$ cat config.mk
export PLATFORM = sky130hd
export DESIGN_NAME = mem_arbiter
export DESIGN_NICKNAME = d
export VERILOG_FILES = /design/src/rtl/mem_arbiter_pkg.sv /design/src/rtl/sram_lane_dec.sv /design/src/rtl/mem_arbiter.sv
export SDC_FILE = /design/constraint.sdc
export NUM_CORES = 1
export LEC_CHECK = 0
export CAP_MARGIN = 20
export CORE_ASPECT_RATIO = 0.7
export CORE_MARGIN = 5
export CORE_UTILIZATION = 35
export CTS_BUF_LIST = sky130_fd_sc_hd__clkbuf_4 sky130_fd_sc_hd__clkbuf_8
export DETAILED_ROUTE_END_ITERATION = 10
export GPL_TIMING_DRIVEN = 0
export PLACE_DENSITY = 0.82
export REMOVE_ABC_BUFFERS = 1
export SLEW_MARGIN = 10
export SYNTH_ARGS = -nofsm -noshare
export SYNTH_HDL_FRONTEND = slang
export SYNTH_HIERARCHICAL = 1
export SYNTH_SLANG_ARGS = --single-unit
$ cat constraint.sdc
create_clock -name clk -period 1.44 [get_ports clk]
set_input_delay 0.216 -clock clk [delete_from_list [all_inputs] [get_ports clk]]
set_output_delay 0.216 -clock clk [all_outputs]
set_load 0.02 [all_outputs]
$ cat src/rtl/mem_arbiter_pkg.sv
// rtl/mem_arbiter_pkg.sv - shared state encoding and defaults for the SRAM arbiter
package mem_arbiter_pkg;

  // Owner of the SRAM port: CPU by default, video during a burst, and a
  // forced CPU window after each burst.
  typedef enum logic [1:0] {
    ST_CPU = 2'd0,
    ST_VID = 2'd1,
    ST_GAP = 2'd2
  } arb_state_t;

  localparam int BURST_DEFAULT = 8;
  localparam int GAP_DEFAULT   = 1;

endpackage

$ cat src/rtl/sram_lane_dec.sv
// rtl/sram_lane_dec.sv - byte-lane enable decode for CPU SRAM accesses
module sram_lane_dec (
  input  logic       ben,
  input  logic [1:0] lane,
  output logic [3:0] be_n
);

  // Byte access drives a single lane low; word access drives all lanes low.
  always_comb begin
    be_n = 4'b0000;
    if (ben) begin
      be_n       = 4'b1111;
      be_n[lane] = 1'b0;
    end
  end

endmodule

$ cat src/rtl/mem_arbiter.sv
// rtl/mem_arbiter.sv - CPU/video SRAM arbiter with fixed-length video bursts
module mem_arbiter
  import mem_arbiter_pkg::*;
#(
  parameter int BURST = BURST_DEFAULT,
  parameter int GAP   = GAP_DEFAULT
) (
  input  logic        clk,
  input  logic        rst,
  input  logic [23:0] adr,
  input  logic        rd,
  input  logic        wr,
  input  logic        ben,
  input  logic [31:0] outbus,
  output logic [31:0] inbus,
  output logic        stallX,
  input  logic        vid_req,
  input  logic [17:0] vid_adr,
  output logic [31:0] vid_data,
  output logic        vid_valid,
  output logic        vid_ovf,
  output logic [17:0] sram_adr,
  output logic [31:0] sram_dout,
  input  logic [31:0] sram_din,
  output logic        sram_we_n,
  output logic        sram_oe_n,
  output logic [3:0]  sram_be_n
);

  localparam logic [5:0] CNT_LAST  = 6'(BURST - 1);
  localparam logic [3:0] GCNT_LAST = (GAP == 0) ? 4'd0 : 4'(GAP - 1);

  arb_state_t  state;
  arb_state_t  state_nx;
  logic        pend;
  logic [17:0] ptr;
  logic [5:0]  cnt;
  logic [3:0]  gcnt;
  logic        in_vid;
  logic        accept;
  logic [3:0]  lane_be_n;
  logic        unused_inputs;

  // Load strobe and the top address bits do not influence the SRAM port.
  assign unused_inputs = &{1'b0, rd, adr[23:20]};

  assign in_vid = (state == ST_VID);
  assign accept = vid_req && !pend && !in_vid;
  assign inbus  = sram_din;

  sram_lane_dec u_lane_dec (
    .ben  (ben),
    .lane (adr[1:0]),
    .be_n (lane_be_n)
  );

  // State register.
  always_ff @(posedge clk or negedge rst) begin
    if (!rst) state <= ST_CPU;
    else      state <= state_nx;
  end

  // Next-state logic and SRAM port mux; the CPU write is held off during reset.
  always_comb begin
    state_nx  = state;
    stallX    = in_vid;
    sram_dout = outbus;
    sram_adr  = adr[19:2];
    sram_oe_n = wr;
    sram_we_n = ~(wr & rst);
    sram_be_n = lane_be_n;
    case (state)
      ST_CPU: if (pend) state_nx = ST_VID;
      ST_VID: if (cnt == CNT_LAST) state_nx = (GAP == 0) ? ST_CPU : ST_GAP;
      ST_GAP: if (gcnt == GCNT_LAST) state_nx = ST_CPU;
      default: state_nx = ST_CPU;
    endcase
    if (in_vid) begin
      sram_adr  = ptr;
      sram_oe_n = 1'b0;
      sram_we_n = 1'b1;
      sram_be_n = 4'b0000;
    end
  end

  // Request latch, burst pointer and the burst / gap counters.
  always_ff @(posedge clk or negedge rst) begin
    if (!rst) begin
      pend <= 1'b0;
      ptr  <= '0;
      cnt  <= '0;
      gcnt <= '0;
    end else begin
      if (accept) begin
        pend <= 1'b1;
        ptr  <= vid_adr;
      end else if (state == ST_CPU && pend) begin
        pend <= 1'b0;
        cnt  <= '0;
      end
      if (in_vid) begin
        ptr <= ptr + 18'd1;
        cnt <= cnt + 6'd1;
      end
      if (state_nx == ST_GAP && state != ST_GAP) gcnt <= '0;
      else if (state == ST_GAP)                  gcnt <= gcnt + 4'd1;
    end
  end

  // Video word register, valid strobe and overrun pulse, all one cycle late.
  always_ff @(posedge clk or negedge rst) begin
    if (!rst) begin
      vid_data  <= '0;
      vid_valid <= 1'b0;
      vid_ovf   <= 1'b0;
    end else begin
      vid_valid <= in_vid;
      vid_ovf   <= vid_req && (pend || in_vid);
      if (in_vid) vid_data <= sram_din;
    end
  end

endmodule
==> results.yml, run 1 <==
status:
  outcome: "complete, but fails checks"
  violations: "negative hold slack, negative setup slack"
worst_setup_path:
  cp-start-kind: "flop"
  r2r_slack_ns: -0.25
  crit_fanout: 7
  critPathCaptureType: "primary output"
  cp.required_ns: 1.22
  worstSetupPathType: "flop to primary output"
  worst_ep_arrival_time_ns: 1.53
grt:
  grt_pass1_vias: 3931
  grt_max_degree: 65
  track_usage: 0.2200
  antenna_found_initial: 1
  grt_overflow_total: 0
  grt_pass1_wl_um: 22260
routing:
  drt-pass1-iter-count: 5
  drc_errors: 0
  routed_wl_um: 15360
  drtIter0Drc: 339
  vias: 3970
  viasPerCell: 5.343
  drtAntennaViolNets: 0
  wire_per_inst_um: 20.68
floorplan:
  initial_utilization: 0.3604
  core.rowCount: 31
  core_area_mm2: 0.01043
  pin_count: 235
  dieWidth_um: 133.9
  die_y_um: 96.72
  dieArea_mm2: 0.01295
logic_synthesis:
  ys_ff_latch: 65
  netlist-cell-type-count: 49
  synthArstFlopShare: 1.000
  synth_area_leaders: "dfrtp_1 (43%), nand2_1 (16%), buf_4 (13%)"
  synth_top_area_cell: "dfrtp_1"
  yosysWarnings: 6
  syn_area_mm2: 0.003760
  synth_top_area_share: 0.4326
  postSynthCellCount: 459
  syn_avg_cell_area_um2: 8.191
  synth_ff_type: "dfrtp_1"
  synth_edf_count: 0
  seq_area_frac_synth: 0.4326
place:
  place.detailed.hpwl_um: 8500
  place_area_mm2: 0.005055
  numPortBuffers: 165
  place_congestion: 0.8093
  pre_cts_ws_ns: -1.489
  placed_cells: 674
sta:
  tightest_slew_ns: 0.3531
  fmax_mhz: 571.2
  min_period_ns: 1.751
  slew_headroom: 0.7641
  setup_slack_ns: -0.3107
  clock_skew_ns: 0.01515
  hold_viol_final: 65
  finalMaxSlewViolations: 0
  rsz0062_at_grt: "yes"
  fin_tns_setup_ns: -10.47
  setup_viol_count_final: 49
  whs_ns: -0.3303
  period_share: 1.216
power_and_ir_drop:
  power_w: 0.01434
  power_density_mw_per_mm2: 2312
  p_leak_nw: 2.883
  peakVddDrop_uv: 1072
min_path:
  hold_class: "primary input to asynchronous set/reset pin"
clock_tree:
  clk_pin_slew_worst_paths_ns: 0.08
  clockRootBuffer: "clkbuf_8"
  clkLatencyLatePin_ns: 0.35
  cts_sinks: 65
  cts_inserted_buffers: 9
  cts_max_path_buffers: 2
  cts_tree: "done"
  cts.htree.levels: 3
run:
  max_cap_viol_count: 0
final_layout:
  drive_above_1_share: 0.3208
  design_area_mm2: 0.006200
  instances_no_fill: 743
  nets: 722
  areaGrowthSynthToFinish_pct: 64.89
  diodes: 0
[registers in the layout, summed over array words and instances, names as in the netlist]
register / cells
vid_data: 32
state: 2
ptr: 18
pend: 1
cnt: 6
gcnt: 4
vid_valid: 1
vid_ovf: 1
[repair_timing]
action                                 CTS  global route
setup buffers                           27            14
setup endpoints to repair              155            53
gates resized for setup                303            76
endpoints found under the hold margin   65            65
cloned                                  12             2
pin swaps                               36            36
[Yosys cell counts (5+ instances only)]
master    instances
clkbuf_1          7
nor2_1           12
a211oi_1          7
and2_1            5
dfrtp_1          65
o21ai_0          18
o21a_1            5
buf_2             9
inv_1             7
a21oi_1           9
and3_1            9
nand2_1         163
nand3_1          16
buf_4            66
[worst max-delay path: stages, from the launching register on]
cell and delay [ns]:
dfrtp_2 0.43, nand2b_4 0.22, inv_12 0.12, buf_16 0.14
nand2_2 0.07, nand2_2 0.08, buf_6 0.11
[cell families after synthesis]
| logic type | Yosys count | share of synthesized area |
|---|---|---|
| flip-flops | 65 | 0.4326 |
| buffers and inverters | 92 | 0.1607 |
| AND/OR/NAND/NOR | 235 | 0.2795 |
| adder cells (fa/ha/maj) | 4 | 0.01331 |
| AO/OA/AOI/OAI | 60 | 0.1065 |
| multiplexers | 1 | 0.002662 |
| XOR/XNOR | 2 | 0.004660 |
[worst paths after layout]
check	cells past startpoint	from	end
worst min register to register	2	vid_data[23]	vid_data[23]
worst min-delay path	1	rst	vid_data[16]
min in group clk	3	sram_din[22]	vid_data[22]
max in group asynchronous	2	rst	state[0]
worst max register to register	7	state[1]	ptr[16]
worst max-delay path	6	state[1]	sram_adr[12]
[stage by stage]
| step | hold WS, ns | utilization |
|---|---|---|
| 2_1_floorplan | -0.07959 | - |
| 3_3_place_gp | 0.4321 | 0.4794 |
| 3_5_place_dp | 0.02150 | 0.4845 |
| 4_1_cts | -0.3538 | 0.5573 |
| 5_1_grt | -0.3586 | 0.5942 |
| 6_report | -0.3303 | 0.5942 |
[where the power goes]
part,total [W],internal [W],switching (W)
clock,0.00137,0.000671,0.000695
sequential,0.00345,0.00268,0.000772
combinational,0.00952,0.00424,0.00528
[routing by layer]
metal | vias up | part of all wire | track usage
met3 | 39 | 0.13 | 0.1058
met5 | - | 0.00085 | 0
li1 | 1771 | - | -
met2 | 304 | 0.45 | 0.3248
met4 | 2 | 0.019 | 0.05771
met1 | 1854 | 0.41 | 0.2887
[cells in the final DEF (no fill, tap or decap), types with 5 or more instances in the layout]
cell type,n
nand2_1,127
clkdlybuf4s50_1,73
dlygate4sd2_1,66
dfrtp_1,53
buf_6,34
nand2_2,28
buf_4,26
nand3_1,14
o21ai_1,12
dfrtp_2,12
nor2_1,10
clkbuf_8,9
nand2b_4,8
and3_1,7
inv_1,7
nand2_4,7
a211oi_1,7
nor2_4,5
and2_4,5
o21a_1,5
a21oi_2,5
[layout make-up]
type	instances	area, µm²
clock inverters	4	20.02
fillers	844	4234
repair inverters	1	8.758
flip-flops and latches	65	1642
clock buffers	12	146.4
multi-input cells	311	2031
repair buffers	210	2145
inverters	8	42.54
well taps	132	165.2
(Power assumes the default switching activity.)
==> run 2, diff against run 1 <==
- CELL_PAD_IN_SITES_DETAIL_PLACEMENT: default -> 0
- CELL_PAD_IN_SITES_GLOBAL_PLACEMENT: default -> 1
- CORE_UTILIZATION: 35 -> 23
- CTS_CLUSTER_DIAMETER: default -> 30
- PLACE_DENSITY: 0.82 -> 0.79
- SKIP_CTS_REPAIR_TIMING: default -> 1
==> run 2 against run 1 <==
Effect of this change: the flow finishes with violations (negative setup slack); largest power group unchanged; clock skew fell by 0.0038 ns; non-clock buffer count decreased by 6; utilization fell by 20 points.
==> results.yml, run 2 (synthesis results as in run 1) <==
floorplan:
  dieArea_mm2: 0.01904
  initial_utilization: 0.2321
  core.rowCount: 39
  dieWidth_um: 162.8
  pin_count: 235
  core_area_mm2: 0.01620
  die_y_um: 117.0
clock_tree:
  cts_inserted_buffers: 9
  clockRootBuffer: "clkbuf_8"
  clk_pin_slew_worst_paths_ns: 0.07
  cts_tree: "done"
  clkLatencyLatePin_ns: 0.36
  cts_sinks: 65
  cts.htree.levels: 3
  cts_max_path_buffers: 2
worst_setup_path:
  crit_fanout: 7
  reg2reg_to: "state[1]"
  r2r_slack_ns: -0.24
  cp.required_ns: 1.22
  reg2reg_depth: 8
  critPathCaptureType: "primary output"
  cp-startpoint: "state[1]"
  worst_ep_arrival_time_ns: 1.60
  r2r_start: "state[1]"
  worstSetupPathType: "flop to primary output"
  cp-start-kind: "flop"
  endpoint: "sram_adr[2]"
sta:
  fmax_mhz: 551.8
  clock_skew_ns: 0.01137
  whs_ns: 0.3962
  fin_tns_setup_ns: -10.97
  hold_viol_final: 0
  tightest_slew_ns: 0.4075
  slew_headroom: 0.7271
  rsz0062_at_grt: "yes"
  period_share: 1.259
  setup_slack_ns: -0.3724
  finalMaxSlewViolations: 0
  setup_viol_count_final: 50
  min_period_ns: 1.812
routing:
  drc_errors: 0
  drtAntennaViolNets: 0
  drt-pass1-iter-count: 4
  viasPerCell: 4.480
  wire_per_inst_um: 17.84
  drtIter0Drc: 170
  routed_wl_um: 14790
  vias: 3714
grt:
  grt_max_degree: 73
  track_usage: 0.1256
  grt_overflow_total: 0
  antenna_found_initial: 0
  grt_pass1_vias: 3382
  grt_pass1_wl_um: 18690
final_layout:
  final_common_cell: "nand2_1"
  fillers: 1636
  largest-register: "vid_data"
  largestRegisters: "vid_data (32), ptr (18), cnt (6)"
  layout_common_cells: "nand2_1 (149), clkdlybuf4s50_1 (73), dlymetal6s2s_1 (66)"
  areaGrowthSynthToFinish_pct: 67.95
  finalCoreUtilization: 0.3898
  nets: 715
  largest_reg_flops: 32
  design_area_mm2: 0.006315
  drive_above_1_share: 0.2401
  diodes: 0
  multi_input_area_mm2: 0.001789
  seq_area_mm2: 0.001633
status:
  violations: "negative setup slack"
  outcome: "complete, but fails checks"
place:
  place_congestion: 0.7676
  numPortBuffers: 165
  place_area_mm2: 0.005166
  place.detailed.hpwl_um: 8924
run:
  max_cap_viol_count: 0
min_path:
  hold_class: "primary input to asynchronous set/reset pin"
power_and_ir_drop:
  peakVddDrop_uv: 862.7
  power_w: 0.01395
  power_density_mw_per_mm2: 2208
  p_leak_nw: 3.370
[run 2: cell types whose count changed in the layout (fill, tap and decap cells not counted), moves of 6 or more]
cell | previous run | this run
dfrtp_1 | 53 | 60
buf_6 | 34 | 14
buf_4 | 26 | 32
dlygate4sd2_1 | 66 | 0
dlymetal6s2s_1 | 0 | 66
nand2_1 | 127 | 149
dfrtp_2 | 12 | 5
nand2_2 | 28 | 11
[run 2: worst max-delay path, stage by stage (launching register included)]
cell	delay [ns]
dfrtp_2	0.45
nand2b_4	0.20
buf_16	0.17
buf_12	0.14
o21ai_4	0.13
buf_6	0.14
[run 2: power breakdown]
| group | leakage [nW] | internal (W) | switching, W | total (W) |
|---|---|---|---|---|
| Sequential | 0.770 | 0.00266 | 0.000752 | 0.00341 |
| Clock | 0.123 | 0.00112 | 0.000770 | 0.00189 |
| Combinational | 2.48 | 0.00390 | 0.00475 | 0.00865 |
| Total | 3.37 | 0.00768 | 0.00627 | 0.0139 |
[run 2: per-layer routing]
| layer | GRT usage | vias up | routed length (µm) |
|---|---|---|---|
| li1 | - | 1759 | - |
| met1 | 0.1598 | 1776 | 6407 |
| met2 | 0.1854 | 164 | 6798 |
| met3 | 0.06650 | 13 | 1424 |
| met4 | 0.03296 | 2 | 131 |
| met5 | 0.02525 | - | 29 |
[run 2: area by class of cell]
class | instances | area share
clock buffer | 12 | 0.02615
clock inverter | 4 | 0.01169
inverter | 8 | 0.008916
multi-input combinational | 306 | 0.2833
sequential | 65 | 0.2586
tap | 225 | 0.04458
timing repair buffer | 204 | 0.3559
timing repair inverter | 5 | 0.01090
[run 2: stage by stage]
step,setup WS (ns),std cells
floorplan,-2.216,375
global placement,-4.312,765
detailed placement,-1.501,767
CTS,-1.929,783
global route,-0.4418,829
finish,-0.3724,829
[run 2: how the worst min path moves through the flow]
| stage | start | endpoint | slack [ns] | cells past startpoint |
|---|---|---|---|---|
| final | rst | vid_data[4] | 0.40 | 3 |
| after global routing | sram_din[5] | vid_data[5] | 0.40 | 3 |
| after CTS | rst | vid_data[4] | -0.23 | 1 |
| after detailed placement | rst | vid_valid | 0.18 | 1 |
| after global placement | outbus[0] | sram_dout[0] | 0.43 | 0 |
| after floorplan | rst | cnt[0] | -0.08 | 0 |
==> run 3, diff against run 2 <==
- CTS_BUF_LIST: sky130_fd_sc_hd__clkbuf_4 sky130_fd_sc_hd__clkbuf_8 -> default
==> run 3 against run 2 <==
Effect of this change: sequential power barely moved; critical endpoint unchanged; the run still ends with negative setup slack left; routed wire length increased by 0.51%; maximum frequency is 1.8% higher; sequential cell count unchanged; critical path type unchanged; worst setup slack improved by 0.033 ns; global-route usage is essentially flat; clock skew down 0.0047 ns; power increased by 4.2%; first-iteration DRC count shrank 15%; via count grew 0.27%; clock power up 32%; clock-buffer cell count did not move.
==> results.yml, run 3 (synthesis results as in run 1) <==
clock_tree:
  clkLatencyLatePin_ns: 0.33
  cts_sinks: 65
  cts_tree: "done"
  clockRootBuffer: "clkbuf_16"
  clk_pin_slew_worst_paths_ns: 0.05
  cts.htree.levels: 3
  cts_inserted_buffers: 9
  cts_max_path_buffers: 2
routing:
  vias: 3724
  drt-pass1-iter-count: 4
  viasPerCell: 4.514
  drtAntennaViolNets: 0
  routed_wl_um: 14870
  drtIter0Drc: 144
  drc_errors: 0
  wire_per_inst_um: 18.02
place:
  numPortBuffers: 165
  place.detailed.hpwl_um: 8924
  pre_cts_ws_ns: -1.501
  placed_cells: 767
  place_congestion: 0.7676
worst_setup_path:
  critPathCaptureType: "primary output"
  reg2reg_depth: 8
  r2r_start: "state[1]"
  cp-startpoint: "state[1]"
  cp.required_ns: 1.22
  r2r_slack_ns: -0.24
  reg2reg_to: "ptr[4]"
  worstSetupPathType: "flop to primary output"
  crit_fanout: 7
  cp-start-kind: "flop"
  worst_ep_arrival_time_ns: 1.56
floorplan:
  pin_count: 235
  core.rowCount: 39
  dieArea_mm2: 0.01904
  core_area_mm2: 0.01620
  initial_utilization: 0.2321
  dieWidth_um: 162.8
  die_y_um: 117.0
final_layout:
  largest-register: "vid_data"
  finalCoreUtilization: 0.3941
  instances_no_fill: 825
  largest_reg_flops: 32
  fillers: 1638
  areaGrowthSynthToFinish_pct: 69.82
  drive_above_1_share: 0.2483
  diodes: 0
  nets: 711
  largestRegisters: "vid_data (32), ptr (18), cnt (6)"
  final_common_cell: "nand2_1"
  layout_common_cells: "nand2_1 (141), clkdlybuf4s50_1 (73), dlymetal6s2s_1 (66)"
sta:
  period_share: 1.236
  setup_viol_count_final: 51
  setup_slack_ns: -0.3396
  fmax_mhz: 561.9
  rsz0062_at_grt: "yes"
  slew_headroom: 0.7053
  hold_viol_final: 0
  tightest_slew_ns: 0.4359
  min_period_ns: 1.780
  clock_skew_ns: 0.006682
  finalMaxSlewViolations: 0
grt:
  grt_pass1_wl_um: 18710
  track_usage: 0.1255
  grt_max_degree: 73
  grt_overflow_total: 0
  grt_pass1_vias: 3389
  antenna_found_initial: 0
power_and_ir_drop:
  peakVddDrop_uv: 874.3
  p_leak_nw: 3.385
  power_w: 0.01453
  power_density_mw_per_mm2: 2276
status:
  outcome: "complete, but fails checks"
  violations: "negative setup slack"
min_path:
  hold_class: "primary input to asynchronous set/reset pin"
run:
  max_cap_viol_count: 0
==> run 3: cell count changes in the layout (fill, tap and decap cells not counted), moves of 3 or more <==
cell,change
o21ai_0,+3
nand2_2,+9
o21ai_1,-4
nand2_1,-8
clkbuf_8,-9
nand2b_4,+3
clkbuf_16,+9
==> run 3: worst max-delay path by stage <==
stage / cells after the start / slack, ns / endpoint
2_1_floorplan: 5 / -2.22 / ptr[14]
3_3_place_gp: 5 / -4.31 / sram_adr[1]
3_5_place_dp: 6 / -1.50 / sram_adr[1]
4_1_cts: 6 / -1.89 / sram_adr[1]
5_1_grt: 5 / -0.39 / sram_adr[2]
6_report: 5 / -0.34 / sram_adr[2]
==> run 3: critical path, stage by stage, from the launching register on <==
cell	delay, ns
dfrtp_2	0.44
nand2b_4	0.19
buf_16	0.17
buf_12	0.14
o21ai_4	0.14
buf_6	0.14
==> run 3: through the flow <==
step | hold WS [ns] | setup TNS [ns] | cell area, µm²
2_1_floorplan | -0.07959 | -156.67 | 3186
3_3_place_gp | 0.4326 | -471.30 | 5119
4_1_cts | -0.1889 | -91.39 | 5507
3_5_place_dp | 0.1812 | -77.77 | 5166
6_report | 0.4298 | -10.08 | 6385
5_1_grt | 0.4322 | -14.07 | 6385
==> run 3: cell type report <==
type | instances | area, µm² | share of cell area
multi-input combinational | 308 | 1813 | 0.2840
tap | 225 | 281.5 | 0.04409
clock buffer | 12 | 266.5 | 0.04174
clock inverter | 4 | 73.82 | 0.01156
sequential | 65 | 1634 | 0.2559
timing repair inverter | 5 | 63.81 | 0.009994
inverter | 8 | 56.30 | 0.008818
timing repair buffer | 198 | 2196 | 0.3439
==> run 3: power by group <==
part / internal [W] / switching (W) / leakage (nW)
combinational: 0.00386 / 0.00475 / 2.45
sequential: 0.00267 / 0.000766 / 0.770
clock: 0.00166 / 0.000831 / 0.169
==> run 3: per-layer routing <==
metal / track usage / part of all wire / up-vias
met2: 0.1843 / 0.47 / 179
met4: 0.03128 / 0.0079 / 2
met3: 0.06545 / 0.11 / 11
li1: - / - / 1758
met5: 0.02525 / 0.0020 / -
met1: 0.1617 / 0.42 / 1774
==> RTL edit 1, RTL diff (flow settings as in run 2) <==
Re-encode `arb_state_t` (3 states) as one-hot, 3 bits wide.
--- a/src/rtl/mem_arbiter_pkg.sv
+++ b/src/rtl/mem_arbiter_pkg.sv
@@ -3,10 +3,10 @@
 
   // Owner of the SRAM port: CPU by default, video during a burst, and a
   // forced CPU window after each burst.
-  typedef enum logic [1:0] {
-    ST_CPU = 2'd0,
-    ST_VID = 2'd1,
-    ST_GAP = 2'd2
+  typedef enum logic [2:0] {
+    ST_CPU = 3'b001,
+    ST_VID = 3'b010,
+    ST_GAP = 3'b100
   } arb_state_t;
 
   localparam int BURST_DEFAULT = 8;
Behaviour: same outputs for any inputs over 10 cycles, from zero or initial values and one cycle with rst low; not proved beyond that.
==> RTL edit 1 against run 2 <==
- the flow still finishes with violations (setup timing)
- non-clock buffer count is 4 higher
- maximum frequency is 15% lower
- area after synthesis is 2.8% higher
- total power is 14% lower
- wire length is 8.3% higher
- cell area is 4.1% higher
- critical endpoint is now sram_be_n[1]
- sequential cell count is 1 higher
- worst setup slack worse by 310 ps
- die area is 2.6% higher
- critical path depth stayed put
- largest power group unchanged
- core utilization is 1.1 points higher
==> RTL edit 1: results (changes against run 2) <==
First-pass DRT Iterations - 5 (+1)
Comb pwr share - 0.560 (-0.060)
initial antenna violation count - 0 (unchanged)
Final nets - 728 (+1.8%)
pre-CTS setup slack - -2050 ps (-548 ps)
Seq power - 3390 uW
top post-synthesis cells by area - dfrtp_1 42%, nand2_1 16%, buf_4 13%
outcome - finished, violations left
static leakage - 0.00353 uW (+4.9%)
placed insts - 780 (+1.7%)
CTS max path bufs - 2 (unchanged)
first-pass GRT wire length - 20.2 mm (+8.0%)
hold endpoint - vid_data[19]
share of layout cells above drive strength 1 - 0.269 (+0.0290)
post-synthesis mux area share - 0.00518 (+0.00252)
slowest CP cell - or3b_4
r2r setup slk - -540 ps (-300 ps)
Synth Area in Adders - 0.0129 (-0.000362)
port buffer count - 165 (unchanged)
Synth Area in Compound Gates - 0.0942 (-0.0123)
setup violators final - 76 (+52%)
Slew @ Worst Pin - 667 ps (+259 ps)
Syn Area/Cell - 8.14 um2 (-0.67%)
cells on worst reg2reg path - 7 (-1)
CP max FO - 6 (-1)
Flop pwr share - 0.281 (+0.036)
Max stage delay on crit path - 500 ps (+50 ps)
routed len/inst - 19.0 um (+6.6%)
root buf cell - clkbuf_8
final worst setup slack - -685 ps (-313 ps)
worst hold path class - in2reg
starting DRC count in detailed routing - 197 (+16%)
startpoint types - register
WHS Path Cells - 3
WP data arrival - 1910 ps (+310 ps)
Layout fillers - 1,641 (+0.31%)
Seq/Total Area, Yosys - 0.428 (-0.00497)
Yosys cell types - 51 (+4.1%)
# diodes - 0 (unchanged)
HPWL after detailed placement - 9.64 mm (+8.0%)
number of global-route vias before repair - 3,714 (+9.8%)
failing checks - setup timing
Layout Skew - 9.98 ps (-1.39 ps)
Post-Synth XOR/XNOR Area - 0.00906 (+0.00441)
via count - 3,906 (+5.2%)
list of most frequent post-synthesis cells - 167 x nand2_1, 68 x buf_4, 65 x dfrtp_1
Worst R2R Start - state[2]
Max rail drop VDD - 0.792 mV (-8.2%)
Net Sw Power - 5080 uW (-19%)
reg-to-reg critical path endpoint - ptr[10]
family with the most delay on the worst path - simple AND/OR/NAND/NOR gates
total CTS buffers - 9 (unchanged)
final wirelength - 16.0 mm (+8.3%)
worst-skew pair later-pin latency - 360 ps (about the same)
largest net degree at the start of global routing - 77 (+5.5%)
overall routing resource usage - 0.133 (+0.00793)
GPL Wtd Cong - 0.814 (+6.0%)
[RTL edit 1: changes by cell type after synthesis, sizes merged, moves of 3 or more]
cell,before,now
nand4,5,12
nand2,163,167
nor2,14,20
a21oi,9,12
a211oi,7,2
a311oi,3,0
nand3,16,13
and3,11,6
[RTL edit 1: worst reg2reg max path, stage by stage, from the launching register on]
cell	delay [ps]
dfrtp_2	440
or3b_4	500
buf_8	190
clkbuf_16	170
buf_8	120
a41oi_2	160
nor2_1	70
o221a_2	220
[RTL edit 1: how the worst max path moves through the flow]
stage                   endpoint  slack, ps
floorplan                ptr[14]      -2390
global placement     sram_adr[1]      -4390
detailed placement   sram_adr[1]      -2050
CTS                  sram_adr[1]      -2440
global route         sram_adr[5]       -750
finish              sram_be_n[1]       -690
[RTL edit 1: layout make-up]
type                            instances  area [um2]  area share
Timing Repair inverter                  1        11.3     0.00171
Timing Repair Buffer                  208        2440       0.371
Inverter                                8        42.5     0.00647
Sequential cell                        66        1660       0.252
Clock buffer                           12         165      0.0251
Clock inverter                          4        72.6      0.0110
Multi-Input combinational cell        318        1900       0.290
Tap cell                              225         282      0.0428
[RTL edit 1: metrics by stage]
stage | cell area (um2) | util | hold slack (ps) | setup TNS [ps]
6_report | 6570 | 0.401 | 401 | -29810
4_1_cts | 5470 | 0.333 | -221 | -138630
5_1_grt | 6570 | 0.401 | 383 | -33920
3_3_place_gp | 5190 | 0.317 | 432 | -468950
3_5_place_dp | 5230 | 0.319 | 189 | -125820
2_1_floorplan | 3260 | - | -79.6 | -166960
[RTL edit 1: per-layer routing]
layer,up-vias,track usage,share of wire
li1,1804,-,-
met1,1875,0.172,0.45
met2,213,0.192,0.43
met3,14,0.0745,0.11
met4,0,0.0364,0.014
met5,-,0.0126,0
==> RTL edit 2, RTL diff (flow settings as in run 2) <==
Made on the original files. Put one more register stage on the output `vid_ovf`, cleared by the reset. The value now appears one clock later. The other outputs are not delayed to match.
--- a/src/rtl/mem_arbiter.sv
+++ b/src/rtl/mem_arbiter.sv
@@ -29,6 +29,8 @@
 
   localparam logic [5:0] CNT_LAST  = 6'(BURST - 1);
   localparam logic [3:0] GCNT_LAST = (GAP == 0) ? 4'd0 : 4'(GAP - 1);
+
+  logic vid_ovf_s0;
 
   arb_state_t  state;
   arb_state_t  state_nx;
@@ -112,12 +114,20 @@
     if (!rst) begin
       vid_data  <= '0;
       vid_valid <= 1'b0;
-      vid_ovf   <= 1'b0;
+      vid_ovf_s0 <= 1'b0;
     end else begin
       vid_valid <= in_vid;
-      vid_ovf   <= vid_req && (pend || in_vid);
+      vid_ovf_s0 <= vid_req && (pend || in_vid);
       if (in_vid) vid_data <= sram_din;
     end
   end
 
+  always_ff @(posedge clk or negedge rst) begin
+    if (!rst) begin
+      vid_ovf <= '0;
+    end else begin
+      vid_ovf <= vid_ovf_s0;
+    end
+  end
+
 endmodule
Check against the original RTL: not equivalent (a bounded check fails within 4 cycles, from zero or initial values and one cycle with rst low).
==> RTL edit 2 against run 2 <==
- the run still ends with setup timing left
- area after synthesis increased by 0.67%
- wire length increased by 4.5%
- maximum frequency decreased by 1.1%
- total power increased by 6.0%
- first-iteration DRC count decreased by 7.6%
- worst setup slack got worse by 20 ps
- non-clock buffer count increased by 21
- critical path depth increased by 2
- cell area increased by 5.3%
- sequential cell count increased by 1
- die area increased by 0.62%
- worst hold slack got worse by 41 ps
- clock power decreased by 20%
- largest power group unchanged
==> RTL edit 2: results (changes against run 2) <==
share of layout cells above drive strength 1 - 0.337 (+0.0965)
HPWL after detailed placement - 9.42 mm (+5.6%)
starting DRC count in detailed routing - 157 (-7.6%)
static leakage - 0.00350 uW (+3.9%)
multi-input combinational area share - 0.288 (+0.00466)
largest net degree at the start of global routing - 53 (-27%)
routed len/inst - 18.3 um (+2.4%)
outcome - finished, violations left
r2r setup slk - -320 ps (-80 ps)
CP max FO - 6 (-1)
Synth Area in Compound Gates - 0.106 (-0.000704)
via count - 3,824 (+3.0%)
ClkCell Share - 0.0286 (-0.00925)
placed insts - 769 (+0.26%)
multi-input combinational cell count - 304 (-0.65%)
number of global-route vias before repair - 3,549 (+4.9%)
Syn Area/Cell - 8.23 um2 (+0.45%)
GPL Wtd Cong - 0.815 (+6.2%)
register area - 1670 um2 (+2.1%)
Slew @ Worst Pin - 341 ps (-66.0 ps)
placed cell area - 5210 um2 (+0.82%)
worst-skew pair later-pin latency - 340 ps (-20 ps)
final worst setup slack - -393 ps (-20.2 ps)
worst hold path class - reg2reg
fraction of area in registers - 0.251 (-0.00782)
Yosys reg bits - 66 (+1.5%)
nonclk buf count - 225 (+10%)
Layout fillers - 1,592 (-2.7%)
first-pass GRT wire length - 19.9 mm (+6.2%)
post-route setup TNS - -14,690 ps (-3720 ps)
setup violators final - 62 (+24%)
Die ar. - 19,200 um2 (+0.62%)
post-synthesis mux area share - 0.00264 (-0.0000176)
Final nets - 732 (+2.4%)
top post-synthesis cells by area - dfrtp_1 44%, nand2_1 16%, buf_4 13%
Hold Slack - 355 ps (-41.5 ps)
Post-Synth XOR/XNOR Area - 0.00463 (-0.0000308)
pre-CTS setup slack - -1300 ps (+205 ps)
Max rail drop VDD - 0.706 mV (-18%)
failing checks - setup timing
[RTL edit 2: cell count changes after synthesis, sizes merged]
cell and change:
dfrtp +1
[RTL edit 2: final timing paths]
| check | startpoint | to | depth (start not counted) |
|---|---|---|---|
| min in group asynchronous | rst | ptr[8] | 3 |
| max in group asynchronous | rst | state[1] | 3 |
| max | state[1] | sram_adr[8] | 7 |
| min reg2reg | vid_ovf_s0 | vid_ovf | 0 |
| max reg2reg | state[1] | ptr[14] | 8 |
| min | vid_ovf_s0 | vid_ovf | 0 |
[RTL edit 2: layer usage]
| layer | up-vias | wire [um] | global-route usage |
|---|---|---|---|
| li1 | 1784 | - | - |
| met3 | 14 | 1530 | 0.0708 |
| met5 | - | 29 | 0.0267 |
| met4 | 2 | 147 | 0.0278 |
| met2 | 201 | 7030 | 0.188 |
| met1 | 1823 | 6720 | 0.171 |
[RTL edit 2: report_power, final]
part           internal (uW)  switching (uW)  total (uW)
clock network            761             752        1510
registers               2720             706        3420
logic                   4700            5150        9850
total                   8180            6600       14800
